===== src/rtl/axi_lite_regfile_slv.sv =====
// AXI4-Lite register-file subordinate with independent write (AW/W/B) and read (AR/R) FSMs.
// The NumRegs x DataWidth register bank is also exported flat on reg_o.
package axi_lite_regfile_pkg;
  typedef struct packed {
    logic [31:0] addr;
    logic [2:0]  prot;
  } ax_chan_t;
  typedef struct packed {
    logic [31:0] data;
    logic [3:0]  strb;
  } w_chan_t;
  typedef struct packed {
    logic [1:0] resp;
  } b_chan_t;
  typedef struct packed {
    logic [31:0] data;
    logic [1:0]  resp;
  } r_chan_t;
  typedef struct packed {
    ax_chan_t aw;
    logic     aw_valid;
    w_chan_t  w;
    logic     w_valid;
    logic     b_ready;
    ax_chan_t ar;
    logic     ar_valid;
    logic     r_ready;
  } axi_req_t;
  typedef struct packed {
    logic    aw_ready;
    logic    w_ready;
    b_chan_t b;
    logic    b_valid;
    logic    ar_ready;
    r_chan_t r;
    logic    r_valid;
  } axi_resp_t;
endpackage

module axi_lite_regfile_slv #(
  parameter int unsigned          AddrWidth  = 32,
  parameter int unsigned          DataWidth  = 32,
  parameter int unsigned          NumRegs    = 16,
  parameter logic [AddrWidth-1:0] BaseAddr   = '0,
  parameter type                  axi_req_t  = axi_lite_regfile_pkg::axi_req_t,
  parameter type                  axi_resp_t = axi_lite_regfile_pkg::axi_resp_t
) (
  input  logic                           clk_i,
  input  logic                           rst_i,
  input  axi_req_t                       slv_req_i,
  output axi_resp_t                      slv_resp_o,
  output logic [NumRegs*DataWidth-1:0]   reg_o
);
  localparam int unsigned          StrbWidth  = DataWidth / 8;
  localparam int unsigned          OffWidth   = $clog2(StrbWidth);
  localparam int unsigned          IdxWidth   = (NumRegs > 1) ? $clog2(NumRegs) : 1;
  localparam logic [AddrWidth-1:0] NumRegsA   = AddrWidth'(NumRegs);
  localparam logic [1:0]           RespOkay   = 2'b00;
  localparam logic [1:0]           RespSlvErr = 2'b10;

  typedef enum logic {W_COLLECT, W_RESP} w_state_e;
  typedef enum logic {R_IDLE, R_RESP} r_state_e;

  function automatic logic addr_hit(input logic [AddrWidth-1:0] addr);
    logic [AddrWidth-1:0] word;
    word = (addr - BaseAddr) >> OffWidth;
    return (addr >= BaseAddr) && (word < NumRegsA);
  endfunction

  function automatic logic [IdxWidth-1:0] addr_idx(input logic [AddrWidth-1:0] addr);
    logic [AddrWidth-1:0] word;
    word = (addr - BaseAddr) >> OffWidth;
    return word[IdxWidth-1:0];
  endfunction

  w_state_e               w_state_q, w_state_d;
  r_state_e               r_state_q, r_state_d;
  logic                   rdy_en_q;
  logic                   aw_held_q, aw_held_d, w_held_q, w_held_d;
  logic [AddrWidth-1:0]   aw_addr_q, aw_addr_d;
  logic [DataWidth-1:0]   w_data_q, w_data_d;
  logic [StrbWidth-1:0]   w_strb_q, w_strb_d;
  logic [1:0]             b_resp_q, b_resp_d;
  logic [DataWidth-1:0]   r_data_q, r_data_d;
  logic [1:0]             r_resp_q, r_resp_d;
  logic [DataWidth-1:0]   regs_q [NumRegs];
  logic [DataWidth-1:0]   regs_d [NumRegs];
  logic                   aw_ready, w_ready, ar_ready;
  logic [AddrWidth-1:0]   wr_addr;
  logic [DataWidth-1:0]   wr_data;
  logic [StrbWidth-1:0]   wr_strb;
  logic                   unused_prot;

  assign unused_prot = ^{slv_req_i.aw.prot, slv_req_i.ar.prot};

  // Write FSM: the later of AW/W may arrive on the commit edge, so bypass the capture regs.
  always_comb begin
    w_state_d = w_state_q;
    aw_held_d = aw_held_q;
    w_held_d  = w_held_q;
    aw_addr_d = aw_addr_q;
    w_data_d  = w_data_q;
    w_strb_d  = w_strb_q;
    b_resp_d  = b_resp_q;
    regs_d    = regs_q;
    aw_ready  = 1'b0;
    w_ready   = 1'b0;
    wr_addr   = aw_addr_q;
    wr_data   = w_data_q;
    wr_strb   = w_strb_q;
    unique case (w_state_q)
      W_COLLECT: begin
        aw_ready = rdy_en_q && !aw_held_q;
        w_ready  = rdy_en_q && !w_held_q;
        if (slv_req_i.aw_valid && aw_ready) begin
          aw_held_d = 1'b1;
          aw_addr_d = slv_req_i.aw.addr;
          wr_addr   = slv_req_i.aw.addr;
        end
        if (slv_req_i.w_valid && w_ready) begin
          w_held_d = 1'b1;
          w_data_d = slv_req_i.w.data;
          w_strb_d = slv_req_i.w.strb;
          wr_data  = slv_req_i.w.data;
          wr_strb  = slv_req_i.w.strb;
        end
        if (aw_held_d && w_held_d) begin
          w_state_d = W_RESP;
          if (addr_hit(wr_addr)) begin
            b_resp_d = RespOkay;
            for (int i = 0; i < StrbWidth; i++) begin
              if (wr_strb[i]) regs_d[addr_idx(wr_addr)][8*i +: 8] = wr_data[8*i +: 8];
            end
          end else begin
            b_resp_d = RespSlvErr;
          end
        end
      end
      W_RESP: begin
        if (slv_req_i.b_ready) begin
          aw_held_d = 1'b0;
          w_held_d  = 1'b0;
          w_state_d = W_COLLECT;
        end
      end
      default: w_state_d = W_COLLECT;
    endcase
  end

  // Read FSM samples regs_q, so a same-edge write to the same register returns the old value.
  always_comb begin
    r_state_d = r_state_q;
    r_data_d  = r_data_q;
    r_resp_d  = r_resp_q;
    ar_ready  = 1'b0;
    unique case (r_state_q)
      R_IDLE: begin
        ar_ready = rdy_en_q;
        if (slv_req_i.ar_valid && ar_ready) begin
          r_state_d = R_RESP;
          if (addr_hit(slv_req_i.ar.addr)) begin
            r_data_d = regs_q[addr_idx(slv_req_i.ar.addr)];
            r_resp_d = RespOkay;
          end else begin
            r_data_d = '0;
            r_resp_d = RespSlvErr;
          end
        end
      end
      R_RESP: begin
        if (slv_req_i.r_ready) r_state_d = R_IDLE;
      end
      default: r_state_d = R_IDLE;
    endcase
  end

  always_ff @(posedge clk_i or posedge rst_i) begin
    if (rst_i) begin
      w_state_q <= W_COLLECT;
      r_state_q <= R_IDLE;
      rdy_en_q  <= 1'b0;
      aw_held_q <= 1'b0;
      w_held_q  <= 1'b0;
      aw_addr_q <= '0;
      w_data_q  <= '0;
      w_strb_q  <= '0;
      b_resp_q  <= '0;
      r_data_q  <= '0;
      r_resp_q  <= '0;
      regs_q    <= '{default: '0};
    end else begin
      w_state_q <= w_state_d;
      r_state_q <= r_state_d;
      rdy_en_q  <= 1'b1;
      aw_held_q <= aw_held_d;
      w_held_q  <= w_held_d;
      aw_addr_q <= aw_addr_d;
      w_data_q  <= w_data_d;
      w_strb_q  <= w_strb_d;
      b_resp_q  <= b_resp_d;
      r_data_q  <= r_data_d;
      r_resp_q  <= r_resp_d;
      regs_q    <= regs_d;
    end
  end

  always_comb begin
    slv_resp_o          = '0;
    slv_resp_o.aw_ready = aw_ready;
    slv_resp_o.w_ready  = w_ready;
    slv_resp_o.b_valid  = (w_state_q == W_RESP);
    slv_resp_o.b.resp   = b_resp_q;
    slv_resp_o.ar_ready = ar_ready;
    slv_resp_o.r_valid  = (r_state_q == R_RESP);
    slv_resp_o.r.resp   = r_resp_q;
    slv_resp_o.r.data   = r_data_q;
  end

  for (genvar k = 0; k < NumRegs; k++) begin : g_reg_o
    assign reg_o[k*DataWidth +: DataWidth] = regs_q[k];
  end

  // Handshake rule: a valid raised without its ready must stay raised until accepted.
  assert property (@(posedge clk_i) (BaseAddr[OffWidth-1:0] == '0) && (NumRegs >= 1)
                   && ((DataWidth == 32) || (DataWidth == 64)))
    else $error("axi_lite_regfile_slv: illegal parameterisation");
  assert property (@(posedge clk_i) disable iff (rst_i)
                   slv_req_i.aw_valid && !slv_resp_o.aw_ready |=> slv_req_i.aw_valid)
    else $error("aw_valid dropped before aw_ready");
  assert property (@(posedge clk_i) disable iff (rst_i)
                   slv_req_i.w_valid && !slv_resp_o.w_ready |=> slv_req_i.w_valid)
    else $error("w_valid dropped before w_ready");
  assert property (@(posedge clk_i) disable iff (rst_i)
                   slv_req_i.ar_valid && !slv_resp_o.ar_ready |=> slv_req_i.ar_valid)
    else $error("ar_valid dropped before ar_ready");
endmodule


===== config.mk =====
export PLATFORM = sky130hd
export DESIGN_NAME = axi_lite_regfile_slv
export DESIGN_NICKNAME = d
export VERILOG_FILES = /design/src/rtl/axi_lite_regfile_slv.sv
export SDC_FILE = /design/constraint.sdc
export NUM_CORES = 1
export LEC_CHECK = 0
export BUFFER_PORTS_ARGS = -buffer_cell sky130_fd_sc_hd__buf_2
export CAP_MARGIN = 10
export CORE_UTILIZATION = 31
export DETAILED_ROUTE_END_ITERATION = 7
export PLACE_DENSITY = 0.47
export SLEW_MARGIN = 20
export SYNTH_ARGS = -nofsm -noshare
export SYNTH_HDL_FRONTEND = slang
export SYNTH_SLANG_ARGS = --single-unit

===== constraint.sdc =====
create_clock -name clk_i -period 22.1 [get_ports clk_i]
set_clock_uncertainty 0.15 [all_clocks]
set_input_delay 2.21 -clock clk_i [delete_from_list [all_inputs] [get_ports clk_i]]
set_output_delay 2.21 -clock clk_i [all_outputs]
set_load 0.05 [all_outputs]

======== Yosys cells after proc, flatten, opt, wreduce, memory -nomap -nowiden ========
Index checks and enable logic that the tools add are counted.
storage, ports and cells
  bits in registers ....................... 621
  word-level logic and storage cells ...... 106
cells by class
  equality and inequality tests ........... 1
  reductions and logical operators ........ 14
  bitwise logic cells ..................... 4
  $lt $le $gt $ge ......................... 7
  muxes and demuxes ....................... 53
operator list
  operator                                                             count
  2-to-1 mux 512 bit                                                   13
  bitwise mux 512 bit                                                  4
  demux 32 bit (select 4 bit)                                          4
  2-to-1 mux 32 bit                                                    8
  binary-select mux 32 bit (select 4 bit)                              1
  greater-or-equal comparator 32 x 1 -> 1 bit (second input constant)  2
  < comparator 30 x 5 -> 1 bit (second input constant)                 2
  2-to-1 mux 24 bit                                                    1
  2-to-1 mux 16 bit                                                    1
  2-to-1 mux 1 bit                                                     12
  greater-or-equal comparator 5 bit (second input constant)            2
  inverter 4 -> 5 bit                                                  2
  logical AND 1 bit                                                    9
  2-to-1 mux 4 bit                                                     2
  2-to-1 mux 8 bit                                                     1
  one-hot mux 1 bit (2 select lines)                                   4
  < comparator 5 x 1 -> 1 bit (second input constant)                  1
  2-to-1 mux 2 bit                                                     2
  AND reduction 2 bit                                                  2
  AND reduction 3 bit                                                  1
  logical NOT 1 bit                                                    2
  inequality test 2 bit (second input constant)                        1
  inverter 1 bit                                                       2

======== Depth between registers and ports, before layout ========
Gate-level depths: netlist of run 1.
  depth in word-level cells ............... 27
  depth in mapped cells ................... 7
  gate-level depth less buffers ........... 5

======== Worst setup path before layout of run 1 ========
OpenSTA, ideal clock, no wires.
  path kind ............................... input to register
  start ................................... input slv_req_i[8] (netlist bit)
  end ..................................... register r_data_q[10]
  arrival time ............................ 4.118 ns
  cell stages on the path ................. 6
  required time ........................... 21.817 ns
  slack ................................... 17.699 ns
  cells stage by stage .................... buf_2 buf_1 mux4_2 mux4_2 inv_1 o21ai_0
on the way
  word-level cells in the longest chain between the ends .. 5
  elaborated cells between the ends (all ways) .. 8
  classes of those cells .................. 2 x order compare; 4 x mux; 1 x bitwise; 1 x reduce/logical
RTL lines
  what                                                                                                 RTL line  RTL
  start, declared                                                                                      50        input axi_req_t slv_req_i,
  parallel branches: the longest is 4 deep, another holds greater-or-equal comparator 32 x 1 -> 1 bit  n/a
  2-to-1 mux 32 bit (*)                                                                                161       if (addr_hit(slv_req_i.ar.addr)) begin
  end signal, assigned                                                                                 201       r_data_q <= r_data_d;
  end, declared                                                                                        84        logic [DataWidth-1:0] r_data_q, r_data_d;
Mark *: on every way between the ends. The select of a mux whose other input is x is not followed.
A chain may end at the register's enable or synchronous reset.

======== Worst setup path in the final report of run 1 ========
  start ................................... input slv_req_i[75] (netlist bit)
  end ..................................... register regs_q (netlist bit reg_o[340])
on the way
  word-level cells in the longest chain between the ends .. 22
  elaborated cells between the ends (all ways) .. 36
  classes of those cells .................. 4 x order compare; 26 x mux; 1 x bitwise; 5 x reduce/logical
RTL lines
  what                                       RTL line  RTL
  logical AND 1 bit (*)                      115       if (slv_req_i.aw_valid && aw_ready) begin
  2-to-1 mux 32 bit                          115
  2-to-1 mux 32 bit                          111       unique case (w_state_q)
  inverter 4 -> 5 bit (not written as such)  132       if (wr_strb[i]) regs_d[addr_idx(wr_addr)][8*i +: 8] = wr_data[8*i +: 8];
  demux 32 bit (select 4 bit)                132
  bitwise mux 512 bit                        132
  2-to-1 mux 512 bit                         132
  2-to-1 mux 512 bit                         129       if (addr_hit(wr_addr)) begin
  (+6 left out)                              n/a
  2-to-1 mux 512 bit                         111
  bitwise mux 512 bit                        132
  2-to-1 mux 512 bit                         132
  2-to-1 mux 512 bit                         129
  2-to-1 mux 512 bit                         127       if (aw_held_d && w_held_d) begin
  2-to-1 mux 512 bit                         111
  bitwise mux 512 bit                        132
  2-to-1 mux 512 bit                         132
  end signal, assigned                       203       regs_q <= regs_d;
  end, declared                              86        logic [DataWidth-1:0] regs_q [NumRegs];
Mark *: on every way between the ends. The rest lies on a longest branch, timed or not. The select of a mux whose other input is x is not followed.

==> impl_results.md, run 1 <==
* Status: finished, final reports clean
* Layout cells sized above 1 at between 60% and 70%
* Io pins at 666
* Final setup TNS at 0 ns
* Cells on worst reg2reg path at 5
* Root Driver: clkbuf_16
* Worst hold stages at 2
* Least-Margin Pin Slew at 1.10 ns
* Worst path required time at between 20 and 25 ns
* Synth-to-layout area growth at 25.4%
* Clock sink count at 617
* Post-synthesis instance area at 0.0280 mm²
* Core area at slightly below 0.09 mm²
* Hold crit path type: reg -> reg
* Cts hold-fix bufs at 0
* Final #Nets at about 2500
* Yosys reg bits at 617
* Main synth FF type: dfrtp_1
* IO buf count at roughly 650
* H-tree levels at 3
* # Post-CTS Setup Buffers at 0
* CTS Buf Count at 75
* CP max FO at 35
* Via Count at 19100
* Die Area at 0.0917 mm²
* Total track usage at 22.4%
* First-pass GRT wire length at around 150000 µm
* Drt total wl at roughly 100000 µm
* CTS max path bufs at 3
* Pwr/cell area at around 84 mW/mm²
* Final core area utilization at between 30% and 40%
* Pins Over Slew Limit at 0
* GRT overflow at 0
* Relative slew slack at 26.6%
* Initial antenna violation count at 10
* Post-DP HPWL at between 70000 and 80000 µm
* Slowest stage delay, CP at about 0.92 ns
* CTS tree: done
* Post-synth EDFFs at 0
* Crit start category: primary input
* Worst skew pair latency at between 0.6 and 0.7 ns
* Synth Instances at approximately 1800
* Final worst path period share at 25.1%
* Synth async-reset ratio at 100%
* Final setup viols at 0
* Syn_area_per_cell at about 16 µm²
* Post-layout min period at 5.55 ns
* Seq/Total Area, Yosys at a little under three fifths
* Avg WL per Cell at between 20 and 30 µm
* Leakage at ~18 nW
* Post-synth cell types at 38
* Crit path DAT at slightly below 6 ns
* DR pass1 iterations at 5
* Peak supply drop at 0.0000543 V
* Kind of critical path: in -> reg
* Core Rows at around 110
* Die Height at just over 300 µm
* Highest-delay cell along the critical path: a211oi_4
* Critical-path cell list: buf_2 > nand3b_2 > nand4_1 > a211oi_4 > nand3_1 > mux2_2
* Via-per-instance ratio at approximately 5.2
* # DRC at 0
* DIE WIDTH at around 300 µm
* Starting Density at between 30% and 40%
* RSZ-0062 raised after global routing: false
* Drt first-iter violations at 1208
* Post-CTS resize count at 0
* Crit end category: flip-flop
* Final Hold Vio Count at 0
* Max Cap Viol at 0
* Synth warn at 0
* Largest net degree at the start of global routing at 160
* Clock slew seen by the registers of the worst setup and hold paths at 0.06 ns
* GP Congestion at 0.858
* Routed Antenna Nets at 0
* Fmax at ~0.18 GHz
* Vias in the first global route at between 15000 and 20000
-- power breakdown --
group	total (mW)	leakage [nW]	internal [mW]	switching (mW)
clock	1.26	1.26	0.757	0.499
combinational	0.452	8.60	0.146	0.306
sequential	1.24	8.47	1.20	0.0403
total	2.95	18.3	2.10	0.846
-- metrics by stage --
stage          hold WS, ns  setup slack (ns)  cells  instance area [µm²]  power (mW)
6_report             0.324             16.55   3651                35200        2.95
4_1_cts              0.327             16.55   3648                35200        2.99
2_1_floorplan        0.325              2.46   1769                28100        1.56
5_1_grt              0.357             16.34   3650                35200        3.08
3_3_place_gp         0.310             15.96   3512                32600        1.70
3_5_place_dp         0.314             15.90   3512                32600        1.71
-- path summary, 6_finish.rpt --
| check | startpoint | end | slack [ns] |
|---|---|---|---|
| max | slv_req_i[75] | reg_o[340] | 16.55 |
| min | r_data_q[13] | r_data_q[13] | 0.32 |
| max reg2reg | rdy_en_q | reg_o[340] | 17.57 |
| min reg2reg | r_data_q[13] | r_data_q[13] | 0.32 |
| max in group asynchronous | rst_i | r_data_q[0] | 17.81 |
| min in group asynchronous | rst_i | r_data_q[7] | 1.60 |
-- routing by layer --
| metal | part of all wire, % | global-route usage [%] |
|---|---|---|
| met1 | 43 | 29.7 |
| met2 | 49 | 37.0 |
| met3 | 4.9 | 4.10 |
| met4 | 3.2 | 7.50 |
| met5 | 0.088 | 0 |
-- sequential cells by signal, indices dropped and copies added, names as in the netlist --
name / count
r_resp_q: 1
w_data_q: 32
rdy_en_q: 1
b_resp_q: 1
w_strb_q: 4
r_state_q: 1
aw_addr_q: 30
w_held_q: 1
w_state_q: 1
r_data_q: 32
reg_o: 512
aw_held_q: 1
-- cell usage after synthesis (all sizes together) (3+ instances only) --
cell	n	area [µm²]
a211oi	4	72.6
a21oi	6	30.0
buf	45	226
clkbuf	59	221
dfrtp	617	15400
inv	35	131
mux2	610	6870
mux2i	4	40.0
mux4	160	3600
nand2	37	139
nand2b	4	25.0
nand3	75	551
nand4	12	81.3
nor2	12	45.0
nor2b	6	37.5
nor3	6	30.0
nor4	12	75.1
o21ai	36	180
o31ai	8	60.1
o41ai	6	90.1
or4	3	22.5
-- layout make-up --
| type | count | area [µm²] |
|---|---|---|
| fillers | 8371 | 53900 |
| flip-flops and latches | 617 | 15400 |
| multi-input cells | 1012 | 12100 |
| repair buffers | 683 | 3530 |
| clock buffers | 111 | 2210 |
| well taps | 1165 | 1460 |
| clock inverters | 25 | 334 |
| inverters | 36 | 143 |
| diodes | 2 | 5.00 |
-- cell families (layout without fill, tap and decap cells) --
group | Yosys count | in the layout | synth area share (%)
buffers and inverters | 140 | 855 | 2.08
muxes | 774 | 774 | 37.5
AOI/OAI and AO/OA | 63 | 63 | 1.64
DFF | 617 | 617 | 55.0
other | 2 | 5 | 0.0268
and+or+nand+nor | 172 | 172 | 3.73
-- critical path, delay by kind of cell --
kind	cells	cell delay, ns
compound gates	1	0.92
mux	1	0.55
simple gates	3	2.07
buf+inv	1	0.12
-- cell usage in the layout, fill, tap and decap left out, drive strengths merged, types with 3 or more instances in the layout --
cell,n
o41ai,6
o31ai,8
conb,3
nor4,12
nor2,12
nor3,6
mux4,160
or4,3
nand2,37
a211oi,4
nand4,12
inv,39
o21ai,36
mux2i,4
clkinv,17
mux2,610
nand3,75
a21oi,6
dfrtp,617
nor2b,6
clkbuf,112
bufinv,5
buf,682
nand2b,4
(Power assumes the default switching activity.)
==> run 2, diff against run 1 <==
ABC_AREA = 1   (was unset)
PLACE_DENSITY = 0.48   (was 0.47)
clock period = 5.09 ns   (was 22.1 ns; I/O delays follow)
==> impl_results.md, run 2 <==
* Final #Nets at 4653
* Non-Filler Instances at 5884
* CP startpoint: aw_held_q
* Net Switching at around 6.3 mW
* Reg-to-reg setup timing slack at ~0.47 ns
* Pwr/cell area at ~410 mW/mm²
* IO buf count at between 600 and 700
* Flop pwr share at approximately a third
* Largest net degree at the start of global routing at ~120
* Worst path required time at 5.47 ns
* Via-per-instance ratio at 5.54
* Main synth FF type: dfrtp_1
* Post-CTS resize count at 0
* P_int at approximately 9.5 mW
* Synth Instances at 3983
* Cells on worst reg2reg path at 14
* CTS Buf Count at between 70 and 80
* CTS tree: done
* GP Congestion at 0.867
* Drt total wl at 152000 µm
* Commonest non-fill, non-tap cell in the layout: nand2_1
* Final Hold Vio Count at 0
* Design area at between 0.03 and 0.04 mm²
* Avg WL per Cell at roughly 26 µm
* Relative slew slack at between 10% and 20%
* Crit path DAT at ~5 ns
* Layout cells sized above 1 at between 20% and 30%
* Clock sink count at between 600 and 700
* Drt first-iter violations at 3405
* Reg-to-Reg End: reg_o[247]
* Placed cell area at approximately 0.036 mm²
* Crit end category: flip-flop
* Leakage at about 21 nW
* Worst skew pair latency at 0.66 ns
* Via Count at approximately 33000
* Commonest cells in the netlist: nand2_1, dfrtp_1, nand4_1
* Final setup TNS at 0 ns
* Die Area at approximately 0.1 mm²
* Clock Power Share at a little over a third
* Status: finished, final reports clean
* Post-DP HPWL at between 100000 and 150000 µm
* Starting Density at between 30% and 40%
* Core Rows at around 120
* Synth top area cells: dfrtp_1, nand2_1, nand4_1
* RSZ-0062 raised after global routing: false
* Max reg flops at 512
* # Post-CTS Setup Buffers at 0
* Total track usage at 29.4%
* Kind of critical path: reg -> reg
* Io pins at 666
* Seq/Total Area, Yosys at 49.9%
* Final setup viols at 0
* Vias in the first global route at ~31000
* DIE WIDTH at ~320 µm
* Synth-to-layout area growth at 24.6%
* Sw Share at 40.0%
* First-pass GRT wire length at between 200000 and 250000 µm
* Top cell type by total area after synthesis: dfrtp_1
* Post-synth cell types at 26
* GRT overflow at 0
* FILL cells at around 10000
* Synth async-reset ratio at 100%
* Yosys reg bits at between 600 and 700
* # DRC at 0
* Syn_area_per_cell at slightly below 8 µm²
* Crit path to: reg_o[247]
* DR pass1 iterations at 6
* Commonest cells after routing, fill and taps aside: nand2_1, buf_2, dfrtp_1
* Crit start category: flip-flop
* Root Driver: clkbuf_16
* Final worst path period share at around nine tenths
* Post-synth EDFFs at 0
* CTS max path bufs at 3
* Peak supply drop at about 0.00039 V
* Core area at 0.0987 mm²
* Combinational power share at 30.4%
* Post-layout min period at 4.62 ns
* H-tree levels at 3
* Routed Antenna Nets at 0
* Initial antenna violation count at 8
* Max Cap Viol at 0
* Pins Over Slew Limit at 0
* Clock slew seen by the registers of the worst setup and hold paths at 0.06 ns
* Post-synthesis instance area at about 0.031 mm²
* Fmax at 0.217 GHz
* Die Height at 318 µm
* Synth warn at 0
* CP max FO at 23
* Least-Margin Pin Slew at between 1 and 1.5 ns
* Cells after DPL at 5740
* Hold crit path type: in -> reg
* Top-count cell post-synth: nand2_1
* Top cell type's share of synthesized area at around 50%
* Crit Reg-Reg Startpoint: aw_held_q
run 2: routing by layer:
metal	GRT usage, %	wire length (µm)	vias up	share of wire [%]
met5	0	10	-	0.0066
met4	10.6	5710	2	3.7
met3	6.78	12700	243	8.4
met2	44.6	67400	1465	44
met1	40.9	66600	16200	44
li1	-	-	14700	-
run 2: final cells by class:
class	instances	area (µm²)	area share, %
Multi-Input combinational cell	2942	13800	35.9
Clock inverter	25	304	0.788
Clock buffer	108	2240	5.82
Timing Repair Buffer	831	4830	12.5
Antenna cell	2	5.00	0.0130
Inverter	72	289	0.749
Sequential cell	617	15400	40.0
Tap cell	1287	1610	4.18
run 2: stage by stage:
stage	power, mW	worst slack (ns)	utilization, %	hold WS (ns)
finish	15.8	0.474	39.1	0.0403
global placement	10.0	0.577	36.3	0.309
CTS	15.8	0.484	39.0	0.000688
detailed placement	10.1	0.495	36.4	0.310
global route	16.4	0.00751	39.1	0.0366
floorplan	8.01	-3.99	-	0.300
run 2: cells by family after synthesis:
group / count (synthesis) / synth area share, %
AND/OR/NAND/NOR: 2561 / 36.8
buffers and inverters: 425 / 6.05
AO/OA/AOI/OAI: 378 / 7.28
other: 2 / 0.0243
flip-flops: 617 / 49.9
run 2: how the worst min path moves through the flow:
stage	from	endpoint	slack [ns]	cells after the start
3_5_place_dp	r_data_q[4]	r_data_q[4]	0.31	2
5_1_grt	slv_req_i[107]	aw_addr_q[28]	0.04	3
3_3_place_gp	r_data_q[2]	r_data_q[2]	0.31	2
2_1_floorplan	aw_addr_q[2]	aw_addr_q[2]	0.30	2
6_report	slv_req_i[103]	aw_addr_q[24]	0.04	3
4_1_cts	slv_req_i[100]	aw_addr_q[21]	0.0007	3
run 2: power groups by stage:
stage / sequential, mW / combinational, mW / clock, mW
CTS: 5.32 / 4.68 / 5.76
floorplan: 5.36 / 2.65 / 0
finish: 5.32 / 4.80 / 5.68
global route: 5.35 / 5.07 / 5.95
detailed placement: 5.40 / 4.67 / 0
global placement: 5.39 / 4.64 / 0
run 2: worst max-delay path, stage by stage, from the launching register on:
cell and delay, ns:
dfrtp_1 0.38, inv_1 0.47, nand3_1 0.53, buf_4 0.37, nand2_1 0.08, nand2_1 0.09, nor2_1 0.21, nand2_1 0.08
nor2_1 0.11, nand2_1 0.09, nor2_4 0.82, buf_4 0.40, nand3_1 0.44, nand2_1 0.19, nand2_1 0.07
run 2: timing repair:
item | 4_1_cts | 5_1_grt
endpoints found under the setup margin | 0 | 0
hold buffers | 9 | 0
endpoints found under the hold margin | 30 | 0
